[config.mk]
export PLATFORM = sky130hd
export DESIGN_NAME = aprsc_job_queue_flat
export DESIGN_NICKNAME = d
export VERILOG_FILES = /design/src/rtl/aprsc_pkg.sv /design/src/rtl/aprsc_job_queue_if.sv /design/src/rtl/aprsc_job_fifo.sv /design/src/rtl/aprsc_job_queue.sv /design/src/flat_wrapper.sv
export SDC_FILE = /design/constraint.sdc
export NUM_CORES = 2
export LEC_CHECK = 0
export BUFFER_PORTS_ARGS = -buffer_cell sky130_fd_sc_hd__buf_2
export CELL_PAD_IN_SITES_DETAIL_PLACEMENT = 1
export CELL_PAD_IN_SITES_GLOBAL_PLACEMENT = 1
export CORE_ASPECT_RATIO = 1.75
export CORE_MARGIN = 4
export CORE_UTILIZATION = 50
export DETAILED_ROUTE_END_ITERATION = 8
export HOLD_SLACK_MARGIN = 0.12
export PLACE_DENSITY = 0.81
export SLEW_MARGIN = 20
export SYNTH_ARGS = -nofsm -noshare
export SYNTH_HDL_FRONTEND = slang
export SYNTH_SLANG_ARGS = --single-unit
[constraint.sdc]
create_clock -name clk -period 6.8 [get_ports clk]
set_input_delay 1.02 -clock clk [delete_from_list [all_inputs] [get_ports clk]]
set_output_delay 1.02 -clock clk [all_outputs]
set_load 0.01 [all_outputs]
[src/rtl/aprsc_pkg.sv]
`default_nettype none
// ============================================================================
// Module   : aprsc_pkg
// Purpose  : Shared constants and types for the APRSC job front-end:
//            register offsets, STATUS bit positions, job FSM states and
//            the job record carried through the FIFO.
// Revision : 1.0 - initial release
// ============================================================================
package aprsc_pkg;

  // Channel index width covers the largest supported channel count (32).
  localparam int CH_W     = 5;
  // Job records carry DQ at its widest supported size; narrower DQW uses the low bits.
  localparam int DQ_MAX_W = 32;

  // Register offsets within the decoded 16-bit address window
  localparam logic [15:0] OFS_STG_DQ   = 16'h0000;
  localparam logic [15:0] OFS_STG_TR   = 16'h0004;
  localparam logic [15:0] OFS_STG_RATE = 16'h0008;
  localparam logic [15:0] OFS_STG_CH   = 16'h000C;
  localparam logic [15:0] OFS_PUSH     = 16'h0010;
  localparam logic [15:0] OFS_STATUS   = 16'h0014;
  localparam logic [15:0] OFS_DONE     = 16'h0018;
  localparam logic [15:0] OFS_BANK     = 16'h0100;

  // STATUS bit positions
  localparam int STAT_EMPTY   = 0;
  localparam int STAT_FULL    = 1;
  localparam int STAT_BUSY    = 2;
  localparam int STAT_OVF     = 3;
  localparam int STAT_CNT_LSB = 8;

  typedef enum logic [1:0] {
    ST_IDLE    = 2'd0,
    ST_ISSUE   = 2'd1,
    ST_RELEASE = 2'd2
  } state_t;

  typedef struct packed {
    logic [CH_W-1:0]     ch;
    logic [DQ_MAX_W-1:0] dq;
    logic                tr;
    logic [1:0]          rate;
  } job_t;

endpackage
`default_nettype wire

[src/rtl/aprsc_job_queue_if.sv]
`default_nettype none
// ============================================================================
// Module   : aprsc_job_queue_if
// Purpose  : Wishbone classic slave bus bundle for the APRSC job front-end.
// Revision : 1.0 - initial release
// ============================================================================
interface aprsc_job_queue_if;
  logic [31:0] i_wb_adr;
  logic [31:0] i_wb_dat;
  logic [3:0]  i_wb_sel;
  logic        i_wb_we;
  logic        i_wb_cyc;
  logic        i_wb_stb;
  logic [31:0] o_wb_dat;
  logic        o_wb_ack;
  logic        o_wb_err;

  modport slave (
    input  i_wb_adr, i_wb_dat, i_wb_sel, i_wb_we, i_wb_cyc, i_wb_stb,
    output o_wb_dat, o_wb_ack, o_wb_err
  );

  modport master (
    output i_wb_adr, i_wb_dat, i_wb_sel, i_wb_we, i_wb_cyc, i_wb_stb,
    input  o_wb_dat, o_wb_ack, o_wb_err
  );
endinterface
`default_nettype wire

[src/rtl/aprsc_job_fifo.sv]
`default_nettype none
// ============================================================================
// Module   : aprsc_job_fifo
// Purpose  : Synchronous job FIFO of DEPTH entries (power of two). Pushes
//            into a full FIFO and pops from an empty one are ignored.
// Revision : 1.0 - initial release
// ============================================================================
module aprsc_job_fifo
  import aprsc_pkg::*;
#(
  parameter int DEPTH = 8
) (
  input  logic                       clk,
  input  logic                       reset,
  input  logic                       push,
  input  job_t                       din,
  input  logic                       pop,
  output job_t                       dout,
  output logic                       full,
  output logic                       empty,
  output logic [$clog2(DEPTH+1)-1:0] count
);
  localparam int PW = $clog2(DEPTH);
  localparam int CW = $clog2(DEPTH + 1);

  job_t          mem [DEPTH];
  logic [PW-1:0] wptr;
  logic [PW-1:0] rptr;
  logic          do_push;
  logic          do_pop;

  assign full    = (count == CW'(DEPTH));
  assign empty   = (count == '0);
  assign do_push = push && !full;
  assign do_pop  = pop && !empty;
  assign dout    = mem[rptr];

  // Pointers wrap naturally because DEPTH is a power of two.
  always_ff @(posedge clk) begin
    if (!reset) begin
      wptr  <= '0;
      rptr  <= '0;
      count <= '0;
    end else begin
      if (do_push) wptr <= wptr + 1'b1;
      if (do_pop)  rptr <= rptr + 1'b1;
      case ({do_push, do_pop})
        2'b10:   count <= count + 1'b1;
        2'b01:   count <= count - 1'b1;
        default: count <= count;
      endcase
    end
  end

  // Storage array; contents are don't-care while the FIFO is empty.
  always_ff @(posedge clk) begin
    if (do_push) mem[wptr] <= din;
  end

endmodule
`default_nettype wire

[src/rtl/aprsc_job_queue.sv]
`default_nettype none
// ============================================================================
// Module   : aprsc_job_queue
// Purpose  : Multi-channel job front-end for the APRSC core. Jobs staged over
//            Wishbone are queued, issued to the core one at a time over
//            REQ/ACK, and results land in a per-channel bank with DONE flags.
// Revision : 1.0 - initial release
// ============================================================================
module aprsc_job_queue
  import aprsc_pkg::*;
#(
  parameter int NCH   = 32,
  parameter int DEPTH = 8,
  parameter int DQW   = 16,
  parameter int SEW   = 15,
  parameter int SRW   = 16,
  parameter int A2PW  = 16
) (
  input  logic             clk,
  input  logic             reset,
  aprsc_job_queue_if.slave wb,
  output logic             core_req,
  output logic [DQW-1:0]   core_dq,
  output logic             core_tr,
  output logic [1:0]       core_rate,
  input  logic             core_ack,
  input  logic [SEW-1:0]   core_se,
  input  logic [SRW-1:0]   core_sr,
  input  logic [A2PW-1:0]  core_a2p
);
  localparam int CW = $clog2(DEPTH + 1);

  logic [15:0]     adr;
  logic            acc;
  logic            wr;
  logic            rd;
  logic [DQW-1:0]  stg_dq;
  logic            stg_tr;
  logic [1:0]      stg_rate;
  logic [31:0]     stg_ch;
  logic            ovf;
  state_t          state;
  job_t            job;
  job_t            push_job;
  job_t            head;
  logic            push;
  logic            pop;
  logic            fifo_full;
  logic            fifo_empty;
  logic [CW-1:0]   fifo_count;
  logic            capture;
  logic [NCH-1:0]  done;
  logic [NCH-1:0]  done_set;
  logic [NCH-1:0]  done_clr;
  logic [SEW-1:0]  se_bank  [NCH];
  logic [SRW-1:0]  sr_bank  [NCH];
  logic [A2PW-1:0] a2p_bank [NCH];
  logic [15:0]     bank_rel;
  logic [CH_W-1:0] bank_ch;
  logic            bank_hit;
  logic [31:0]     status;
  logic [31:0]     rdata;
  logic            unused_ok;

  // A new access is accepted only while ack is low, so a held strobe acks on alternate cycles.
  assign adr = wb.i_wb_adr[15:0];
  assign acc = wb.i_wb_cyc & wb.i_wb_stb & ~wb.o_wb_ack;
  assign wr  = acc & wb.i_wb_we;
  assign rd  = acc & ~wb.i_wb_we;

  assign push    = wr && (adr == OFS_PUSH);
  assign pop     = (state == ST_IDLE) && !fifo_empty;
  assign capture = (state == ST_ISSUE) && core_req && core_ack;

  assign core_dq   = job.dq[DQW-1:0];
  assign core_tr   = job.tr;
  assign core_rate = job.rate;

  assign wb.o_wb_err = 1'b0;
  assign unused_ok   = ^{wb.i_wb_sel, wb.i_wb_adr[31:16], job.dq, bank_rel};

  // Assemble the job record from the staging registers; channel folded into range.
  always_comb begin
    push_job      = '0;
    push_job.ch   = CH_W'(stg_ch % 32'(NCH));
    push_job.dq   = DQ_MAX_W'(stg_dq);
    push_job.tr   = stg_tr;
    push_job.rate = stg_rate;
  end

  aprsc_job_fifo #(
    .DEPTH (DEPTH)
  ) u_fifo (
    .clk   (clk),
    .reset (reset),
    .push  (push),
    .din   (push_job),
    .pop   (pop),
    .dout  (head),
    .full  (fifo_full),
    .empty (fifo_empty),
    .count (fifo_count)
  );

  // Job FSM: pop head into job registers, hold REQ until ACK, then wait for ACK release.
  always_ff @(posedge clk) begin
    if (!reset) begin
      state    <= ST_IDLE;
      core_req <= 1'b0;
      job      <= '0;
    end else begin
      case (state)
        ST_IDLE: begin
          core_req <= 1'b0;
          if (!fifo_empty) begin
            job   <= head;
            state <= ST_ISSUE;
          end
        end
        ST_ISSUE: begin
          if (core_req && core_ack) begin
            core_req <= 1'b0;
            state    <= ST_RELEASE;
          end else begin
            core_req <= 1'b1;
          end
        end
        ST_RELEASE: begin
          core_req <= 1'b0;
          if (!core_ack) state <= ST_IDLE;
        end
        default: begin
          core_req <= 1'b0;
          state    <= ST_IDLE;
        end
      endcase
    end
  end

  // Staging registers and sticky overflow; a drop on the same edge as a clear keeps overflow set.
  always_ff @(posedge clk) begin
    if (!reset) begin
      stg_dq   <= '0;
      stg_tr   <= 1'b0;
      stg_rate <= '0;
      stg_ch   <= '0;
      ovf      <= 1'b0;
    end else begin
      if (wr) begin
        case (adr)
          OFS_STG_DQ:   stg_dq   <= wb.i_wb_dat[DQW-1:0];
          OFS_STG_TR:   stg_tr   <= wb.i_wb_dat[0];
          OFS_STG_RATE: stg_rate <= wb.i_wb_dat[1:0];
          OFS_STG_CH:   stg_ch   <= wb.i_wb_dat;
          default:      ;
        endcase
      end
      if (wr && (adr == OFS_STATUS) && wb.i_wb_dat[STAT_OVF]) ovf <= 1'b0;
      if (push && fifo_full) ovf <= 1'b1;
    end
  end

  assign done_set = capture ? (NCH'(1) << job.ch) : '0;
  assign done_clr = (wr && (adr == OFS_DONE)) ? wb.i_wb_dat[NCH-1:0] : '0;

  // DONE flags: completion set takes priority over a software clear of the same bit.
  always_ff @(posedge clk) begin
    if (!reset) done <= '0;
    else        done <= (done & ~done_clr) | done_set;
  end

  // Result bank written with the core outputs on the capture edge.
  always_ff @(posedge clk) begin
    if (!reset) begin
      for (int i = 0; i < NCH; i++) begin
        se_bank[i]  <= '0;
        sr_bank[i]  <= '0;
        a2p_bank[i] <= '0;
      end
    end else if (capture) begin
      se_bank[job.ch]  <= core_se;
      sr_bank[job.ch]  <= core_sr;
      a2p_bank[job.ch] <= core_a2p;
    end
  end

  assign bank_rel = adr - OFS_BANK;
  assign bank_ch  = bank_rel[4 +: CH_W];
  assign bank_hit = (adr >= OFS_BANK) && ({4'b0, bank_rel[15:4]} < 16'(NCH));

  // STATUS word assembly.
  always_comb begin
    status                        = '0;
    status[STAT_EMPTY]            = fifo_empty;
    status[STAT_FULL]             = fifo_full;
    status[STAT_BUSY]             = (state != ST_IDLE);
    status[STAT_OVF]              = ovf;
    status[STAT_CNT_LSB +: 8]     = 8'(fifo_count);
  end

  // Read data mux; unmapped offsets read as zero.
  always_comb begin
    rdata = '0;
    if (bank_hit) begin
      case (bank_rel[3:0])
        4'h0:    rdata = 32'(se_bank[bank_ch]);
        4'h4:    rdata = 32'(sr_bank[bank_ch]);
        4'h8:    rdata = 32'(a2p_bank[bank_ch]);
        default: rdata = '0;
      endcase
    end else begin
      case (adr)
        OFS_STG_DQ:   rdata = 32'(stg_dq);
        OFS_STG_TR:   rdata = 32'(stg_tr);
        OFS_STG_RATE: rdata = 32'(stg_rate);
        OFS_STG_CH:   rdata = stg_ch;
        OFS_STATUS:   rdata = status;
        OFS_DONE:     rdata = 32'(done);
        default:      rdata = '0;
      endcase
    end
  end

  // Registered Wishbone ack pulse and read data, held until the next read.
  always_ff @(posedge clk) begin
    if (!reset) begin
      wb.o_wb_ack <= 1'b0;
      wb.o_wb_dat <= '0;
    end else begin
      wb.o_wb_ack <= wb.i_wb_cyc & wb.i_wb_stb & ~wb.o_wb_ack;
      if (rd) wb.o_wb_dat <= rdata;
    end
  end

endmodule
`default_nettype wire
[src/flat_wrapper.sv]
// flat-port wrapper written by rule: the top's interface ports become plain ports
module aprsc_job_queue_flat import aprsc_pkg::*;
#(
  parameter int NCH   = 32,
  parameter int DEPTH = 8,
  parameter int DQW   = 16,
  parameter int SEW   = 15,
  parameter int SRW   = 16,
  parameter int A2PW  = 16
)
  (clk, reset, core_req, core_dq, core_tr, core_rate, core_ack, core_se, core_sr, core_a2p, wb_i_wb_adr, wb_i_wb_dat, wb_i_wb_sel, wb_i_wb_we, wb_i_wb_cyc, wb_i_wb_stb, wb_o_wb_dat, wb_o_wb_ack, wb_o_wb_err);
  aprsc_job_queue_if wb_i ();
  input  logic clk;
  input  logic reset;
  output logic core_req;
  output logic [DQW-1:0] core_dq;
  output logic core_tr;
  output logic [1:0] core_rate;
  input  logic core_ack;
  input  logic [SEW-1:0] core_se;
  input  logic [SRW-1:0] core_sr;
  input  logic [A2PW-1:0] core_a2p;
  input wire logic [$bits(wb_i.i_wb_adr)-1:0] wb_i_wb_adr;
  input wire logic [$bits(wb_i.i_wb_dat)-1:0] wb_i_wb_dat;
  input wire logic [$bits(wb_i.i_wb_sel)-1:0] wb_i_wb_sel;
  input wire logic [$bits(wb_i.i_wb_we)-1:0] wb_i_wb_we;
  input wire logic [$bits(wb_i.i_wb_cyc)-1:0] wb_i_wb_cyc;
  input wire logic [$bits(wb_i.i_wb_stb)-1:0] wb_i_wb_stb;
  output wire logic [$bits(wb_i.o_wb_dat)-1:0] wb_o_wb_dat;
  output wire logic [$bits(wb_i.o_wb_ack)-1:0] wb_o_wb_ack;
  output wire logic [$bits(wb_i.o_wb_err)-1:0] wb_o_wb_err;
  assign wb_i.i_wb_adr = wb_i_wb_adr;
  assign wb_i.i_wb_dat = wb_i_wb_dat;
  assign wb_i.i_wb_sel = wb_i_wb_sel;
  assign wb_i.i_wb_we = wb_i_wb_we;
  assign wb_i.i_wb_cyc = wb_i_wb_cyc;
  assign wb_i.i_wb_stb = wb_i_wb_stb;
  assign wb_o_wb_dat = wb_i.o_wb_dat;
  assign wb_o_wb_ack = wb_i.o_wb_ack;
  assign wb_o_wb_err = wb_i.o_wb_err;
  aprsc_job_queue #(.NCH(NCH), .DEPTH(DEPTH), .DQW(DQW), .SEW(SEW), .SRW(SRW), .A2PW(A2PW)) u_core (.clk(clk), .reset(reset), .wb(wb_i), .core_req(core_req), .core_dq(core_dq), .core_tr(core_tr), .core_rate(core_rate), .core_ack(core_ack), .core_se(core_se), .core_sr(core_sr), .core_a2p(core_a2p));
endmodule
# Word level (Yosys, flattened, before mapping)
# Memories as Yosys holds them, arrays and structs flattened. A register that Yosys moved wholly into a read port is not among the register bits.
# Cells that the tools add are included.
# W data, S select, Z words.
totals:
  out_inout_bits: 54
  register_bits: 130
  mem_count: 4
  mem_bits_rw: 1696
  word_cells: 111
memory_table:
  columns: ["memory", "words", "width", "read_ports", "rd_ports_with_merged_regs", "write_ports", "line_no", "rtl"]
  rows:
  - ["u_core.a2p_bank", 32, 16, 1, 0, 32, "aprsc_job_queue.sv:57", "logic [A2PW-1:0] a2p_bank [NCH];"]
  - ["u_core.sr_bank", 32, 16, 1, 0, 32, "aprsc_job_queue.sv:56", "logic [SRW-1:0] sr_bank [NCH];"]
  - ["u_core.se_bank", 32, 15, 1, 0, 32, "aprsc_job_queue.sv:55", "logic [SEW-1:0] se_bank [NCH];"]
  - ["u_core.u_fifo.mem", 8, 24, 1, 1, 1, "aprsc_job_fifo.sv:26", "job_t mem [DEPTH];"]
classes:
  bitwise: 10
  addsub: 5
  magnitude_cmp: 2
  eq_ne: 16
  n_mux: 28
  shift: 1
  reduce_logical: 32
op_table:
  columns: ["op", "n"]
  rows:
  - ["$pmux W32 S6", 1]
  - ["$mux W32", 3]
  - ["$eq A16 B5 Y1 const B", 3]
  - ["$pmux W16 S3", 1]
  - ["$and A32 B32 Y32", 1]
  - ["$eq A16 B4 Y1 const B", 2]
  - ["$mux W16", 2]
  - ["$not A32 Y32", 1]
  - ["$or A32 B32 Y32", 1]
  - ["$reduce_or A16 Y1", 2]
  - ["$shl A1 B5 Y32 const A", 1]
  - ["$eq A16 B3 Y1 const B", 1]
  - ["$ge A16 B9 Y1 const B", 1]
  - ["$logic_not A16 Y1", 1]
  - ["$sub A16 B9 Y16 const B", 1]
  - ["$mux W15", 1]
  - ["$mux W5", 3]
  - ["$reduce_or A15 Y1", 1]
  - ["$logic_and A1 B1 Y1", 12]
  - ["$lt A12 B6 Y1 const B", 1]
  - ["$mux W1", 12]
  - ["$reduce_and A2 Y1", 6]
  - ["$eq A4 B4 Y1 const B", 2]
  - ["$logic_not A4 Y1", 2]
  - ["other kinds (16)", 32]

# Longest topological paths before layout
depth:
  ltp_word: 8
  ltp_mapped: 17
  depth_no_buf: 14

# Modules after synthesis
# A second synthesis with hierarchy kept.
unflattened:
  hier_cells: 5533
  hier_area_um2: 87327.5
modules_own_cells:
  columns: ["mod", "instances", "cells_per_inst", "area_each_um2"]
  rows:
  - ["aprsc_job_queue", 1, 4996, 74351.3]
  - ["aprsc_job_fifo", 1, 537, 12976.2]

# Worst setup path after synthesis
# No wires, ideal clock.
synth_path:
  path_kind: "input-to-reg"
  start: "input port reset"
  end: "memory u_core.a2p_bank[15][0], enable pin"
  setup_slack_ns: 1.260
  path_stages: 4
  required_time_ns: 6.283
  arrival_ns: 5.023
  n_path_buf: 0
  path_cell_list: "nand3b_1 -> nor3_1 -> nand3_1 -> o21ai_0"
synth_lines:
  columns: ["element", "line_no", "rtl"]
  rows:
  - ["start, declared", "flat_wrapper.sv:14", "input logic reset;"]
  - ["end, declared", "aprsc_job_queue.sv:57", null]

==> impl_summary.md <==
Timing
The setup total negative slack is 0 ns. The number of hold violations in the final report is 0. The final critical path time including I/O delays and setup is 4.289 ns. For the pin with the worst max-slew slack, the measured transition is 1.165 ns. The maximum clock skew at final layout is 0.04417 ns. The count of final max-slew check failures came to 0.

The number of failing setup endpoints in the final timing report is 0. For this run, the top clock speed supported by timing is 233.1 MHz. Setup repair after global routing left no endpoint under its margin. The final cycle utilization of the critical path is 63.08%. The worst relative slew slack is 22.19%.

Synthesis
The largest area contributor in the netlist is edfxtp_1. The most used flip-flop cell after synthesis is edfxtp_1. By area the synthesized netlist is led by edfxtp_1 62%, mux4_2 13%, and2_1 12%. Dividing the synthesized area by the synthesized cell count gives 15.75 um2. The post-synth design cell area is 81810 um2. Synthesis handed over a netlist of 5193 instances.

The netlist uses 60 different library cells. Of the synthesized area, sequential elements account for 66.02%. The proportion of register bits with asynchronous set or reset after synthesis is 0%. The synthesized design contains 1696 enable-type register cells. For this run, the number of Yosys warnings is 0.

By count the netlist is led by 1696 x edfxtp_1, 1514 x and2_1, 477 x mux4_2. edfxtp_1 is the most common cell in the netlist. The share of synthesized area in the top cell type comes to 62.25%. The synthesized netlist net count is 5320. The synthesized design contains 1850 register bits.

Critical path
The slowest stage of the critical path is the o21ai_4 cell. Along the worst path, the maximum fanout reaches 55. The worst setup path is launched from an input pin.

The kind of end point of the critical path is a flip-flop. The signal on the critical path passes through buf_6 -> nand3b_1 -> nor3_1 -> nand3_1 -> o21ai_4 -> buf_4. At the worst endpoint, the required time is 7.22 ns. The worst flop-to-flop path startpoint is u_core.state[0]. STA puts the critical path data arrival time at 4.71 ns. The critical path is of the in -> reg type. The depth of the most critical reg-to-reg path is 5. In this run the critical register-to-register path is captured at u_core.a2p_bank[23][6]. For this run, the slowest stage of the critical path takes 0.97 ns. The internal reg-to-reg setup slack is 2.67 ns.

Place
The final weighted congestion in routability-driven placement is 0.8502. The total half-perimeter wirelength after legalization and detailed placement is 157.6 mm. The cell area after placement is 85160 um2. The total instance count after detailed placement is 7155. Port buffering added 153 buffers.

Global routing
The maximum number of pins on one net before global-route repair is 102. Global routing used 31.22% of the available tracks across all layers. After global routing the overflow that remains totals 0. The number of global-route vias before repair is 52260.

The initial antenna violation count is 41. The first-pass GRT wire length is 378.8 mm.

Detailed routing
For this run, design rule violations remaining after detail routing come to 0. The first routing iteration left 5947 violations. The final wirelength is 266.4 mm. The via density per instance is 6.522.

The remaining antenna violation count is 0. The first TritonRoute pass finished after 5 iterations. The average routed wire per standard cell is 35.72 um.

Across all layers, the routed design uses 48650 vias.

Run status
The flow ran to the end, and the final reports show no timing, DRC or antenna violations.

CTS
The number of buffers created by CTS is 166. The maximum level of the CTS H-tree is 4. The number of buffers inserted by post-CTS setup repair is 0. The clock tree buffer depth is 4.

After clock tree synthesis, the clock-pin slew on the worst setup and hold paths is 0.06 ns. The cell sitting at the root of the clock tree is a clkbuf_16. For the worst-skew pair, the clock arrives at the later sink with an insertion delay of 0.81 ns. TritonCTS built the clock tree.

The number of hold buffers added after CTS is 0. Clock tree synthesis found a total of 1850 sinks. The number of resized instances in the post-cts repair step is 0.

Floorplan
The floorplan step defined a die boundary enclosing 170400 um2. The core region is 162800 um2. During I/O placement, the number of pins put on the boundary was 175. The floorplan step set the die height to 543.1 um.

The cell row count is 196. The initial standard-cell utilization of the core is 50.24%. The die width is 313.8 um.

Hold path
For hold timing, the worst endpoint is u_core.stg_ch[30]. The path class of the tightest hold or removal check is reg -> reg. The number of cells traversed by the worst hold path is 2. The start point of the worst min-delay path is u_core.stg_ch[30].

Final layout
The final non-filler cell total is 7459. The area growth from synthesis to layout is 10.50%. Summing all multi-input logic gate instances after layout gives 26160 um2. After filler insertion, the fill cell instance count of the layout stands at 14900. The final instance area is 90400 um2. The layout net count is 5273. The area taken by flip-flops and latches is 54020 um2. The layout cell share with drive strength beyond 1 is 21.36%.

Job
The tool flagged a number of max-cap violations equal to 0.

Power and ir drop
Dividing total power by cell area gives a power density of 263.5 nW/um2. The worst-case IR drop observed on VDD is 214.0 uV. The analysis attributes to cell leakage a power of 30.89 nW.
-- layout by cell type, fill, tap and decap left out, types with 51 or more instances in the layout --
master and n:
buf_4 125, mux4_2 477, edfxtp_1 1696, buf_2 148, dfxtp_1 152, a22oi_1 51, nand2_1 192, and2_1 1514
clkbuf_16 169, mux2i_1 105
-- registers in the layout (all words and copies together), names as in the netlist --
name and count:
u_core.a2p_bank 512, u_core.core_dq 16, u_core.core_rate 2, u_core.core_req 1
u_core.core_tr 1, u_core.done 32, u_core.job 5, u_core.ovf 1
u_core.se_bank 480, u_core.sr_bank 512, u_core.state 2, u_core.stg_ch 32
u_core.stg_dq 16, u_core.stg_rate 2, u_core.stg_tr 1, u_core.u_fifo.count 4
u_core.u_fifo.mem 192, u_core.u_fifo.rptr 3, u_core.u_fifo.wptr 3, u_core.wb.o_wb_ack 1
u_core.wb.o_wb_dat 32
-- per-stage QoR --
stage	power, W	hold WS [ns]	setup WS [ns]	utilization [%]
global placement	0.01460	0.4374	2.008	52.30
detailed placement	0.01469	0.4462	1.857	52.30
finish	0.02382	0.4539	2.511	55.51
global route	0.02439	0.4553	2.521	55.49
CTS	0.02384	0.4251	2.654	55.46
floorplan	0.01402	0.4305	1.260	-
-- routing by layer --
| layer | up-vias | track usage [%] | wire, um |
|---|---|---|---|
| met5 | - | 0 | 157 |
| met4 | 24 | 20.29 | 20950 |
| met3 | 992 | 6.092 | 23990 |
| met2 | 3109 | 54.32 | 136100 |
| met1 | 25430 | 35.02 | 85280 |
| li1 | 19090 | - | - |
-- worst max path at each step --
| stage | slack (ns) | end | depth (start not counted) | start |
|---|---|---|---|---|
| finish | 2.51 | u_core.a2p_bank[23][6] | 6 | reset |
| global route | 2.52 | u_core.a2p_bank[23][6] | 6 | reset |
| CTS | 2.65 | u_core.a2p_bank[23][6] | 6 | reset |
| global placement | 2.01 | u_core.wb.o_wb_dat[7] | 8 | wb_i_wb_adr[4] |
| floorplan | 1.26 | u_core.a2p_bank[15][0] | 4 | reset |
| detailed placement | 1.86 | u_core.wb.o_wb_dat[7] | 8 | wb_i_wb_adr[4] |
-- area by class of cell --
class / count / share of cell area [%]
timing repair buffer: 304 / 2.515
inverter: 6 / 0.02491
sequential: 1850 / 59.76
tap: 2178 / 3.015
antenna: 20 / 0.05537
clock inverter: 78 / 0.8706
clock buffer: 205 / 4.828
multi-input combinational: 2818 / 28.94
-- critical path, delay by kind of cell --
family,cells,cell delay (ns)
AND/OR/NAND/NOR,3,1.79
buffers and inverters,2,0.84
AO/OA/AOI/OAI,1,0.97
-- where the power goes --
| group | internal, W | leakage [nW] | switching (W) | total [W] |
|---|---|---|---|---|
| Sequential | 0.0128 | 17.3 | 0.000145 | 0.0129 |
| Clock | 0.00516 | 2.51 | 0.00417 | 0.00933 |
| Combinational | 0.000561 | 11.0 | 0.00101 | 0.00157 |
-- cells by family (layout without fill, tap and decap cells) --
family	after synthesis	after routing	share of synthesized area (%)
compound gates	333	333	2.901
xor+xnor	8	8	0.08564
fa+ha+maj	6	6	0.09176
buf+inv	525	593	2.839
flops	1850	1850	66.02
mux	582	582	14.42
other cells	1	21	0.004584
simple gates	1888	1888	13.64
No activity file was read; power rests on OpenSTA's default activity.
